`src/rtl/assoc_cache.sv`:
```
// 2-way set-associative, write-through, no-write-allocate data cache with one-word lines.
// Hits answer combinationally; misses and stores stall the core while a memory transaction runs.
module assoc_cache #(
  parameter int DATA_WIDTH    = 32,
  parameter int ADDRESS_WIDTH = 30,
  parameter int SET_BITS      = 3
) (
  input  logic                     clk,
  input  logic                     rst,
  input  logic                     cpu_req,
  input  logic                     cpu_we,
  input  logic [ADDRESS_WIDTH-1:0] cpu_addr,
  input  logic [DATA_WIDTH-1:0]    cpu_wdata,
  input  logic                     flush,
  output logic [DATA_WIDTH-1:0]    cpu_rdata,
  output logic                     cpu_ready,
  output logic                     mem_req,
  output logic                     mem_we,
  output logic [ADDRESS_WIDTH-1:0] mem_addr,
  output logic [DATA_WIDTH-1:0]    mem_wdata,
  input  logic [DATA_WIDTH-1:0]    mem_rdata,
  input  logic                     mem_ack,
  output logic [31:0]              hit_count,
  output logic [31:0]              miss_count
);

  localparam int SETS  = 1 << SET_BITS;
  localparam int TAG_W = ADDRESS_WIDTH - SET_BITS;

  typedef enum logic [1:0] {IDLE, FILL, WRITE} state_t;

  state_t state, state_next;

  logic [SETS-1:0]       valid [2];
  logic [SETS-1:0]       lru;
  logic [TAG_W-1:0]      tag_mem  [2][SETS];
  logic [DATA_WIDTH-1:0] data_mem [2][SETS];

  logic                  wr_hit;
  logic                  wr_way;
  logic                  just_filled;

  logic [SET_BITS-1:0]   idx, m_idx;
  logic [TAG_W-1:0]      req_tag, m_tag;
  logic                  hit0, hit1, hit, hit_way, fill_way;
  logic [DATA_WIDTH-1:0] hit_data;

  assign idx      = cpu_addr[SET_BITS-1:0];
  assign req_tag  = cpu_addr[ADDRESS_WIDTH-1:SET_BITS];
  assign m_idx    = mem_addr[SET_BITS-1:0];
  assign m_tag    = mem_addr[ADDRESS_WIDTH-1:SET_BITS];

  assign hit0     = valid[0][idx] && (tag_mem[0][idx] == req_tag);
  assign hit1     = valid[1][idx] && (tag_mem[1][idx] == req_tag);
  assign hit      = cpu_req && (hit0 || hit1);
  assign hit_way  = hit1;
  assign hit_data = hit1 ? data_mem[1][idx] : data_mem[0][idx];

  assign mem_req  = (state != IDLE);
  assign mem_we   = (state == WRITE);

  // Empty ways are filled before anything is evicted; way0 wins when both are empty.
  always_comb begin
    fill_way = lru[m_idx];
    if (!valid[0][m_idx])
      fill_way = 1'b0;
    else if (!valid[1][m_idx])
      fill_way = 1'b1;
  end

  always_comb begin
    state_next = state;
    cpu_ready  = 1'b0;
    cpu_rdata  = '0;
    unique case (state)
      IDLE: begin
        if (cpu_req) begin
          if (cpu_we) begin
            state_next = WRITE;
          end else if (hit) begin
            cpu_ready = 1'b1;
            cpu_rdata = hit_data;
          end else begin
            state_next = FILL;
          end
        end
      end
      FILL: begin
        if (mem_ack) state_next = IDLE;
      end
      WRITE: begin
        if (mem_ack) begin
          cpu_ready  = 1'b1;
          state_next = IDLE;
        end
      end
      default: state_next = IDLE;
    endcase
  end

  // The hit that completes a refilled load is flagged by just_filled so it is not counted twice.
  always_ff @(posedge clk or posedge rst) begin
    if (rst) begin
      state       <= IDLE;
      valid[0]    <= '0;
      valid[1]    <= '0;
      lru         <= '0;
      hit_count   <= '0;
      miss_count  <= '0;
      mem_addr    <= '0;
      mem_wdata   <= '0;
      wr_hit      <= 1'b0;
      wr_way      <= 1'b0;
      just_filled <= 1'b0;
    end else begin
      state       <= state_next;
      just_filled <= 1'b0;
      unique case (state)
        IDLE: begin
          if (cpu_req) begin
            if (cpu_we) begin
              mem_addr  <= cpu_addr;
              mem_wdata <= cpu_wdata;
              wr_hit    <= hit;
              wr_way    <= hit_way;
              if (hit) hit_count  <= hit_count + 32'd1;
              else     miss_count <= miss_count + 32'd1;
            end else if (hit) begin
              lru[idx] <= ~hit_way;
              if (!just_filled) hit_count <= hit_count + 32'd1;
            end else begin
              mem_addr   <= cpu_addr;
              miss_count <= miss_count + 32'd1;
            end
          end else if (flush) begin
            valid[0] <= '0;
            valid[1] <= '0;
            lru      <= '0;
          end
        end
        FILL: begin
          if (mem_ack) begin
            valid[fill_way][m_idx] <= 1'b1;
            lru[m_idx]             <= ~fill_way;
            just_filled            <= 1'b1;
          end
        end
        WRITE: begin
          if (mem_ack && wr_hit) lru[m_idx] <= ~wr_way;
        end
        default: ;
      endcase
    end
  end

  // Tag/data storage needs no reset: nothing is read unless its valid bit is set.
  always_ff @(posedge clk) begin
    if (state == FILL && mem_ack) begin
      tag_mem[fill_way][m_idx]  <= m_tag;
      data_mem[fill_way][m_idx] <= mem_rdata;
    end else if (state == WRITE && mem_ack && wr_hit) begin
      data_mem[wr_way][m_idx] <= mem_wdata;
    end
  end

endmodule
```
`config.mk`:
```
export PLATFORM = sky130hd
export DESIGN_NAME = assoc_cache
export DESIGN_NICKNAME = d
export VERILOG_FILES = /design/src/rtl/assoc_cache.sv
export SDC_FILE = /design/constraint.sdc
export NUM_CORES = 1
export LEC_CHECK = 0
export CAP_MARGIN = 10
export CORE_MARGIN = 2
export CORE_UTILIZATION = 43
export CTS_CLUSTER_SIZE = 16
export DETAILED_ROUTE_END_ITERATION = 10
export PLACE_DENSITY = 0.67
export SYNTH_ARGS = -nofsm -noshare
export SYNTH_HDL_FRONTEND = slang
export SYNTH_SLANG_ARGS = --single-unit
```
`constraint.sdc`:
```
create_clock -name clk -period 8.36 [get_ports clk]
set_input_delay 1.672 -clock clk [delete_from_list [all_inputs] [get_ports clk]]
set_output_delay 1.672 -clock clk [all_outputs]
set_load 0.01 [all_outputs]
```
==> impl_metrics.prom <==
# TYPE chip_impl_metric gauge
chip_impl_info{name="status",value="finished, final reports clean"} 1
chip_impl_info{name="worstSetupEndpointType",value="output pin"} 1
chip_impl_metric{name="routed_wirelength",unit="um"} 121000
chip_impl_metric{name="post_syn_area_per_cell",unit="um2"} 16.2
chip_impl_metric{name="postSynthCellCount",unit=""} 2701
chip_impl_metric{name="dieArea",unit="um2"} 104000
chip_impl_metric{name="vdd.ir_drop.worst",unit="V"} 0.000229
chip_impl_metric{name="grt_pass1_wl",unit="um"} 176000
chip_impl_metric{name="first_global_vias",unit=""} 26249
chip_impl_metric{name="place.port_buffers",unit=""} 260
chip_impl_metric{name="rrSetupSlack",unit="ns"} 2.57
chip_impl_metric{name="post_route_setup_tns",unit="ns"} 0
chip_impl_metric{name="timing.fmax",unit="MHz"} 123
chip_impl_metric{name="worst_ep_required_time",unit="ns"} 6.69
chip_impl_metric{name="core.rowCount",unit=""} 117
chip_impl_info{name="worstReg2RegStart",value="mem_addr[0]"} 1
chip_impl_metric{name="die_h",unit="um"} 323
chip_impl_metric{name="post_synth_instance_area",unit="um2"} 43800
chip_impl_metric{name="layout.filler_cells",unit=""} 8237
chip_impl_metric{name="cp_max_fo",unit=""} 42
chip_impl_info{name="timing.rr.end",value="data_mem[0][69]"} 1
chip_impl_metric{name="drv_cap",unit=""} 0
chip_impl_metric{name="final-instance-count-excl-fill",unit=""} 4469
chip_impl_metric{name="final_critical_path_setup_slack",unit="ns"} 0.251
chip_impl_metric{name="numClockSinks",unit=""} 1099
chip_impl_metric{name="cts_hold_repair.buffers",unit=""} 0
chip_impl_metric{name="max_slew.worst_pin.slew",unit="ns"} 1.24
chip_impl_metric{name="drv_slew",unit=""} 0
chip_impl_info{name="critical-path-top-delay-family",value="simple AND/OR/NAND/NOR gates"} 1
chip_impl_metric{name="globalplace.congestion",unit=""} 0.838
chip_impl_metric{name="first_pass_iters",unit=""} 5
chip_impl_metric{name="finalHoldWorstSlack",unit="ns"} 0.466
chip_impl_metric{name="numPlacedInstances",unit=""} 4268
chip_impl_metric{name="finalSetupViolCount",unit=""} 0
chip_impl_metric{name="clock_tree.buffer_depth",unit=""} 3
chip_impl_metric{name="dieWidth",unit="um"} 323
chip_impl_metric{name="num_io_pins",unit=""} 261
chip_impl_metric{name="grt_overflow_total",unit=""} 0
chip_impl_metric{name="maxSlewHeadroom",unit="%"} 17.7
chip_impl_metric{name="placed_cell_area",unit="um2"} 48500
chip_impl_metric{name="power-per-cell-area",unit="nW/um2"} 268
chip_impl_metric{name="starting_density_of_the_core",unit="%"} 43.2
chip_impl_info{name="tritoncts_clock_tree",value="done"} 1
chip_impl_info{name="unrepaired_setup_endpoints_after_global_routing",value="false"} 1
chip_impl_metric{name="rr_worst_depth",unit=""} 9
chip_impl_metric{name="p_leak",unit="nW"} 17.7
chip_impl_metric{name="clock_skew",unit="ns"} 0.0255
chip_impl_metric{name="grt_start_max_net_pins",unit=""} 112
chip_impl_metric{name="final_antenna_net_count",unit=""} 0
chip_impl_info{name="worstHoldPathType",value="reg -> reg"} 1
chip_impl_metric{name="yosysSeqAreaShare",unit="%"} 73.6
chip_impl_metric{name="initial_detailed_routing_violation_count",unit=""} 2824
chip_impl_metric{name="seq_area",unit="um2"} 32200
chip_impl_metric{name="hold-path-cell-count",unit=""} 1
chip_impl_metric{name="postCtsSetupRepairBufs",unit=""} 0
chip_impl_metric{name="pre_cts_slack",unit="ns"} 0.191
chip_impl_metric{name="htree_num_levels",unit=""} 3
chip_impl_metric{name="route.detailed.vias_per_inst",unit=""} 5.89
chip_impl_metric{name="crit_buf_inv",unit=""} 4
chip_impl_metric{name="grt_util_all_layers",unit="%"} 23.0
chip_impl_metric{name="route.detailed.drc",unit=""} 0
chip_impl_metric{name="synth-edff-count",unit=""} 944
chip_impl_info{name="most_used_flip_flop_cell_after_synthesis",value="edfxtp_1"} 1
chip_impl_info{name="cts_root_buf",value="clkbuf_16"} 1
chip_impl_info{name="worst_path_max_delay_cell",value="or3_2"} 1
chip_impl_metric{name="post-route-period-util",unit="%"} 97.0
chip_impl_metric{name="worst_skew_pair.late_latency",unit="ns"} 0.68
chip_impl_metric{name="hpwl",unit="um"} 71700
chip_impl_metric{name="worstPathArrival",unit="ns"} 6.44
chip_impl_metric{name="layout_area_overhead",unit="%"} 18.7
chip_impl_metric{name="clk_transition_reported_paths",unit="ns"} 0.06
chip_impl_info{name="critPathLaunchType",value="input pin"} 1
chip_impl_metric{name="ys.warnings.count",unit=""} 0
chip_impl_metric{name="route.vias.total",unit=""} 26336
chip_impl_info{name="crit_path_cell_trace",value="buf_8, buf_4, mux2i_1, a22oi_1, and3_1, o211ai_1, nor4b_1, and4b_2, nor2_2, or3_2, buf_12, a21oi_1, clkdlybuf4s50_1"} 1
chip_impl_metric{name="stdcell_area",unit="um2"} 51900
chip_impl_metric{name="antennaDiodeCount",unit=""} 0
chip_impl_metric{name="yosys_cell_types",unit=""} 66
chip_impl_metric{name="yosys_register_bits",unit=""} 1099
chip_impl_info{name="kind_of_critical_path",value="in -> out"} 1
chip_impl_metric{name="cp_slowest_stage_delay",unit="ns"} 0.77
chip_impl_metric{name="number_of_buffers_created_by_cts",unit=""} 107
chip_impl_metric{name="syn-num-nets",unit=""} 2807
chip_impl_metric{name="final_util",unit="%"} 51.3
chip_impl_metric{name="min_period",unit="ns"} 8.11
chip_impl_info{name="worst_hold_startpoint",value="hit_count[31]"} 1
chip_impl_info{name="hold_end",value="hit_count[31]"} 1
chip_impl_metric{name="drive_gt1_share",unit="%"} 16.4
chip_impl_metric{name="antenna_found_initial",unit=""} 2
chip_impl_metric{name="finalHoldViolations",unit=""} 0
chip_impl_metric{name="design.core.area",unit="um2"} 101000
chip_impl_metric{name="routed_wire_length_per_instance",unit="um"} 27.1
chip_impl_metric{name="ctsResizeCount",unit=""} 0
chip_impl_metric{name="p_total",unit="mW"} 13.9
chip_impl_metric{name="fin_nets",unit=""} 3116
chip_impl_metric{name="multi_input_area",unit="um2"} 11000
chip_impl_metric{name="async_flop_share",unit="%"} 14.1
## layer usage
layer,global-route usage [%],wire length [um],vias to the layer above
li1,-,-,11265
met1,31.9,49300,13563
met2,37.3,58000,1319
met3,4.41,11100,187
met4,6.26,2680,2
met5,0,13,-
## where the power goes
part / switching, mW / internal, mW / leakage, nW / total [mW]
Combinational: 1.08 / 0.827 / 5.50 / 1.90
Clock: 2.04 / 2.74 / 1.72 / 4.77
Sequential: 0.559 / 6.68 / 10.5 / 7.23
Total: 3.67 / 10.2 / 17.7 / 13.9
## worst max path at each step
stage | startpoint | to | depth (start not counted)
detailed placement | cpu_addr[0] | cpu_rdata[17] | 13
global placement | cpu_addr[0] | cpu_rdata[15] | 13
global route | cpu_addr[0] | cpu_rdata[19] | 14
finish | cpu_addr[0] | cpu_rdata[17] | 13
CTS | cpu_addr[0] | cpu_rdata[17] | 13
floorplan | cpu_addr[2] | cpu_rdata[30] | 16
## logic make-up after synthesis
kind of cell / share of synthesized area (%)
DFF: 73.6
and+or+nand+nor: 6.05
AOI/OAI and AO/OA: 6.81
muxes: 9.62
buffers and inverters: 1.80
xor gates and xnor gates: 1.92
adders and majority gates: 0.172
## synth_stat cells (all sizes together) (9+ instances only)
| master | count | area share [%] |
|---|---|---|
| edfxtp | 944 | 65 |
| nand2 | 186 | 1.6 |
| o22ai | 172 | 2.5 |
| dfrtp | 155 | 8.9 |
| mux2 | 141 | 3.6 |
| mux2i | 136 | 3.1 |
| nor2 | 108 | 0.93 |
| clkbuf | 106 | 0.91 |
| a21oi | 89 | 1.0 |
| xnor2 | 59 | 1.2 |
| mux4 | 56 | 2.9 |
| nand3 | 52 | 0.59 |
| buf | 50 | 0.69 |
| a22oi | 41 | 0.70 |
| o221ai | 40 | 0.80 |
| xor2 | 37 | 0.74 |
| and3 | 29 | 0.41 |
| nor3 | 29 | 0.33 |
| o21ai | 28 | 0.32 |
| or4 | 28 | 0.49 |
| nor4 | 22 | 0.35 |
| inv | 21 | 0.18 |
| nand4 | 21 | 0.30 |
| o22a | 20 | 0.40 |
| nand2b | 14 | 0.20 |
| o21a | 12 | 0.21 |
| nor2b | 9 | 0.13 |
## area by class of cell
class,count,share of cell area (%)
clock buffer,139,5.68
clock inverter,61,1.02
inverter,23,0.181
multi-input combinational,1423,21.3
sequential,1099,62.0
tap,1368,3.30
timing repair buffer,356,6.52
## registers in the layout (all words and copies together), names as in the netlist
name         flops
mem_wdata       32
lru              8
data_mem       512
state            2
mem_addr        30
just_filled      1
wr_way           1
valid           16
miss_count      32
wr_hit           1
hit_count       32
tag_mem        432
## worst register-to-register path, stage by stage, from the launching register on
cell      delay [ns]
dfrtp_1         0.80
clkinv_1        0.45
and3_1          0.38
a22oi_1         0.18
o21ai_0         0.12
o21ai_0         0.89
nand2_1         0.80
o21a_1          0.59
nor2_4          0.66
buf_4           0.53
## layout by cell type (no fill, tap or decap), types with 20 or more instances in the layout
master	count
nor3_1	28
clkdlybuf4s50_1	257
nor2_4	32
buf_4	93
edfxtp_1	944
dfrtp_1	155
a21oi_1	89
clkbuf_1	21
nand2_1	182
o221ai_1	40
o21ai_0	26
nor4_1	21
or4_1	27
xor2_1	37
nand4_1	21
mux2_2	135
and3_1	29
mux4_2	56
clkbuf_16	111
mux2i_1	136
nand3_1	52
xnor2_1	59
a22oi_1	41
o22a_1	20
o22ai_1	172
nor2_1	74
clkinv_2	25
Power figures use the tool's default switching activity.
